## config.mk

```make
export PLATFORM = sky130hd
export DESIGN_NAME = lc3_mem_arbiter
export DESIGN_NICKNAME = d
export VERILOG_FILES = /design/src/rtl/lc3_mem_arbiter.sv
export SDC_FILE = /design/constraint.sdc
export NUM_CORES = 1
export LEC_CHECK = 0
export CAP_MARGIN = 20
export CORE_ASPECT_RATIO = 1.25
export CORE_MARGIN = 5
export CORE_UTILIZATION = 30
export CTS_CLUSTER_SIZE = 8
export DETAILED_ROUTE_END_ITERATION = 8
export PLACE_DENSITY = 0.68
export SLEW_MARGIN = 5
export SYNTH_ARGS = -nofsm -noshare
export SYNTH_HDL_FRONTEND = slang
export SYNTH_SLANG_ARGS = --single-unit
```

## constraint.sdc

```tcl
create_clock -name clk -period 1.8 [get_ports clk]
set_input_delay 0.45 -clock clk [delete_from_list [all_inputs] [get_ports clk]]
set_output_delay 0.45 -clock clk [all_outputs]
set_load 0.02 [all_outputs]
```

## src/rtl/lc3_mem_arbiter.sv

```systemverilog
// Purpose: arbitrates one single-port memory between the LC-3 CPU and a debug/loader port, with a bounded debug lock.
// Latency: winner sampled at edge N drives the memory port in cycle N+1; read data and rvalid follow in cycle N+2.
// Backpressure: requesters hold req/payload until they see gnt; a port's req is ignored on the edge ending its own gnt cycle.
module lc3_mem_arbiter #(
    parameter int unsigned LOCK_MAX = 16
) (
    input  logic        clk,
    input  logic        rst,
    input  logic        cpu_req,
    input  logic        cpu_we,
    input  logic [15:0] cpu_addr,
    input  logic [15:0] cpu_din,
    output logic        cpu_gnt,
    output logic        cpu_rvalid,
    input  logic        dbg_req,
    input  logic        dbg_we,
    input  logic [15:0] dbg_addr,
    input  logic [15:0] dbg_din,
    input  logic        dbg_lock,
    output logic        dbg_gnt,
    output logic        dbg_rvalid,
    output logic [15:0] rdata,
    output logic        mem_en,
    output logic        mem_we,
    output logic [15:0] mem_addr,
    output logic [15:0] mem_din,
    input  logic [15:0] mem_dout
);

    typedef enum logic [1:0] {
        IDLE      = 2'd0,
        ISSUE_CPU = 2'd1,
        ISSUE_DBG = 2'd2,
        LOCKED    = 2'd3
    } state_t;

    localparam logic [7:0] LOCK_LIMIT = 8'(LOCK_MAX);

    state_t     state;
    state_t     state_nxt;
    logic [7:0] lock_cnt;
    logic [7:0] lock_cnt_nxt;
    logic [7:0] lock_cnt_inc;
    logic       last_dbg;       // 1 when the debug port was granted most recently
    logic       lock_expired;   // this edge ends the last cycle the lock may last
    logic       lock_hold;      // lock stays in force through this edge, CPU blocked
    logic       cpu_elig;
    logic       dbg_elig;
    logic       cpu_win;
    logic       dbg_win;

    // Arbitration and next-state: pick at most one winner per edge and track the lock.
    always_comb begin
        state_nxt    = IDLE;
        lock_cnt_nxt = 8'd0;
        lock_cnt_inc = lock_cnt + 8'd1;
        lock_expired = (state == LOCKED) && (lock_cnt_inc >= LOCK_LIMIT);
        lock_hold    = (state == LOCKED) && dbg_lock && !lock_expired;
        cpu_elig     = cpu_req && !cpu_gnt && !lock_hold;
        dbg_elig     = dbg_req && !dbg_gnt;
        // On a timeout exit the CPU takes the turn regardless of the pointer,
        // which also keeps the debug port from re-locking before that grant.
        cpu_win      = cpu_elig && (!dbg_elig || lock_expired || last_dbg);
        dbg_win      = dbg_elig && !cpu_win;

        if (lock_hold) begin
            state_nxt    = LOCKED;
            lock_cnt_nxt = lock_cnt_inc;
        end else if (dbg_win && dbg_lock) begin
            state_nxt    = LOCKED;
            lock_cnt_nxt = 8'd0;
        end else if (dbg_win) begin
            state_nxt = ISSUE_DBG;
        end else if (cpu_win) begin
            state_nxt = ISSUE_CPU;
        end
    end

    // State register, pointer and lock counter.
    always_ff @(posedge clk) begin
        if (rst) begin
            state    <= IDLE;
            lock_cnt <= 8'd0;
            last_dbg <= 1'b1;
        end else begin
            state    <= state_nxt;
            lock_cnt <= lock_cnt_nxt;
            if (cpu_win) begin
                last_dbg <= 1'b0;
            end else if (dbg_win) begin
                last_dbg <= 1'b1;
            end
        end
    end

    // Registered memory port and grant strobes; address/data hold when idle.
    always_ff @(posedge clk) begin
        if (rst) begin
            mem_en   <= 1'b0;
            mem_we   <= 1'b0;
            mem_addr <= 16'd0;
            mem_din  <= 16'd0;
            cpu_gnt  <= 1'b0;
            dbg_gnt  <= 1'b0;
        end else begin
            mem_en  <= cpu_win || dbg_win;
            cpu_gnt <= cpu_win;
            dbg_gnt <= dbg_win;
            mem_we  <= 1'b0;
            if (cpu_win) begin
                mem_we   <= cpu_we;
                mem_addr <= cpu_addr;
                mem_din  <= cpu_din;
            end else if (dbg_win) begin
                mem_we   <= dbg_we;
                mem_addr <= dbg_addr;
                mem_din  <= dbg_din;
            end
        end
    end

    // Read-valid follows the issuing port's read by one cycle; reset drops it.
    always_ff @(posedge clk) begin
        if (rst) begin
            cpu_rvalid <= 1'b0;
            dbg_rvalid <= 1'b0;
        end else begin
            cpu_rvalid <= cpu_gnt && !mem_we;
            dbg_rvalid <= dbg_gnt && !mem_we;
        end
    end

    // Read data is only passed through while a read is returning, else zero.
    assign rdata = (cpu_rvalid || dbg_rvalid) ? mem_dout : 16'd0;

endmodule

```

==> impl_metrics.yaml <==
outcome:
  status: "complete, but fails checks"
  violations: "setup timing"
clock_network:
  numCtsBuffers: 5
  htreeDepth: 2
  insertion_delay_ns: 0.30
  cts.sinks: 49
  cts_hold_buf: 0
  cts_root_buf: "clkbuf_8"
  clock_path_buffers: 2
  clkTransAtPathRegs_ns: 0.09
  cts_tree: "done"
timing:
  hold_viol: 0
  period_share_pct: 103
  rsz0062_at_grt: "true"
  setup_ws_ns: -0.0508
  skew_ns: 0.00754
  hold_slack_ns: 0.456
  finalSetupViolations: 22
  fmax_mhz: 540
  final.min_clock_period_ns: 1.85
  report.final.slew_viol_count: 0
die:
  die_area_sq_um: 9460
  initial_core_util_pct: 30.8
  die_h_um: 107
  core_sq_um: 7400
  chipWidth_um: 88.0
  core.rowCount: 35
  pin_count: 141
route:
  vias_per_cell: 4.99
  dr.pass1.iters: 4
  wl_per_cell_um: 16.2
  drc_errors: 0
  via_count: 2567
  routed_wl_um: 8330
  drt-initial-drc-count: 65
  postRouteAntennaNets: 0
synthesis:
  synth_xor_area_share_pct: 0.768
  netlist_top_cells_count: "66 x nand2_1, 49 x dfxtp_1, 32 x a311oi_1"
  ys_types: 37
  ys_async_sr_fraction_pct: 0
  ys_seq_area_share_pct: 43.0
  synth_edf_count: 0
  synth_compound_area_share_pct: 23.8
  synthSimpleGateAreaFrac_pct: 23.8
  synth.area.mux_share_pct: 0
  synth_top_area_share_pct: 43.0
  synth_top_family_by_area: "compound AO/OA/AOI/OAI gates"
  syn_area_sq_um: 2280
  synth_ff_type: "dfxtp_1"
  yosys_register_bits: 49
  yosys_warnings: 0
  synth.most_common_cell: "nand2_1"
  yosys-top-cells-area: "dfxtp_1 43%, a311oi_1 12%, nand2_1 11%"
  avgSynthCellArea_sq_um: 8.42
  syn_inst: 271
  synthAdderAreaFrac_pct: 1.10
  synth_top_area_cell: "dfxtp_1"
global_routing:
  antenna_found_initial: 0
  grt_max_degree: 36
  gr-total-overflow: 0
  grt_use_total_pct: 15.9
  grt_first_pass_wirelength_um: 12000
  grt_pass1_vias: 2447
hold_path:
  hp-class: "flip-flop to flip-flop"
  min_from: "mem_we"
setup_path:
  r2r-end: "mem_addr[4]"
  cp-end-kind: "flip-flop"
  rr_startpoint: "lock_cnt[0]"
  cp.arrival_ns: 2.03
  start_kind: "flip-flop"
  cp.required_ns: 1.98
  ff2ff_path_depth: 7
  crit_fanout: 12
  endpoint: "mem_addr[4]"
  reg2reg_slack_ns: -0.05
  crit_start: "lock_cnt[0]"
  path_class: "flip-flop to flip-flop"
pwr:
  ir_worst_vdd_mv: 0.356
  powerDensity_nw_per_um2: 666
  p_leak_nw: 1.67
finish:
  layout-area-overhead-vs-synth_pct: 85.2
  antenna_cells: 0
  n_fill_cell: 676
  nets: 510
  layout-drive-gt1-share_pct: 22.0
placement:
  gp_congestion: 0.757
  dp_slack_ns: -0.422
  port_buffers: 140
  hpwl_um: 5740
job:
  maxCapViolations: 0
==> sequential cells by signal, summed over array words and instances, names as in the netlist <==
name        flops
mem_en          1
dbg_gnt         1
mem_we          1
cpu_rvalid      1
state           2
last_dbg        1
mem_din        16
dbg_rvalid      1
cpu_gnt         1
mem_addr       16
lock_cnt        8
==> critical path, cell delays in order, from the launching register on <==
cell,delay (ns)
dfxtp_4,0.36
buf_6,0.12
and4_4,0.18
o211a_4,0.26
or3_4,0.40
clkbuf_16,0.21
a21oi_2,0.15
a311oi_1,0.06
==> power by group <==
group          internal [W]  switching (W)  total (W)
clock              0.000275       0.000377   0.000651
sequential          0.00118      0.0000599    0.00124
combinational      0.000496       0.000429   0.000925
total               0.00195       0.000865    0.00282
==> logic make-up after synthesis <==
kind of cell | Yosys count
simple gates | 115
other cells | 1
flops | 49
xor+xnor | 2
fa+ha+maj | 2
compound gates | 76
buf+inv | 26
==> how the worst min path moves through the flow <==
stage / to / cells past startpoint
global placement: cpu_rvalid / 1
global route: mem_addr[4] / 2
detailed placement: dbg_rvalid / 1
CTS: cpu_rvalid / 1
floorplan: lock_cnt[0] / 1
finish: cpu_rvalid / 1
==> per-layer routing <==
metal  routed length, um  track usage (%)  vias to the layer above
met3                 535             3.29                       13
met1                3390             19.1                     1195
met5                   0                0                        -
li1                    -                -                     1268
met2                4230             27.9                       91
met4                 178             4.82                        0
==> timing repair <==
action | 4_1_cts | 5_1_grt
setup buffers | 1 | 2
gates cloned | 0 | 4
resized for setup | 40 | 71
pin swaps | 4 | 20
endpoints found under the setup margin | 52 | 60
==> placed cells by master (no fill, tap or decap), types with 3 or more instances in the layout <==
master           netlist  routed
buf_6                  6       3
clkbuf_16              0       4
dfxtp_1               49      47
clkbuf_8               0       5
buf_2                  1       3
buf_12                 0       4
dlymetal6s2s_1         0       8
a21oi_4                0       4
conb_1                 1       4
nand2_1               66      66
nor2_1                 7       6
clkbuf_2               0      12
clkdlybuf4s50_1        0     116
a21oi_1               29       8
buf_4                  4      12
nand3_1                6       5
a311oi_2               0       4
a311oi_1              32      28
a21oi_2                5      22
nor2b_1               18      16
==> per-stage QoR <==
step / util [%] / TNS (ns) / instance area (sq um) / power (W) / cells
after floorplan: - / 0 / 2290 / 0.00164 / 274
after global placement: 51.7 / -17.47 / 3830 / 0.00210 / 500
after detailed placement: 51.7 / -19.88 / 3830 / 0.00211 / 500
after CTS: 53.6 / -0.263 / 3970 / 0.00277 / 509
after global routing: 57.1 / -2.02 / 4230 / 0.00297 / 514
final: 57.1 / -0.663 / 4230 / 0.00282 / 514
==> layout make-up <==
class,instances,area [sq um],share of cell area [%]
multi-input combinational,199,1350,32.0
timing repair buffer,165,1680,39.8
tap,92,115,2.72
clock inverter,2,15.0,0.355
sequential,49,986,23.3
clock buffer,6,72.6,1.72
inverter,1,3.75,0.0888
(Power assumes the default switching activity.)
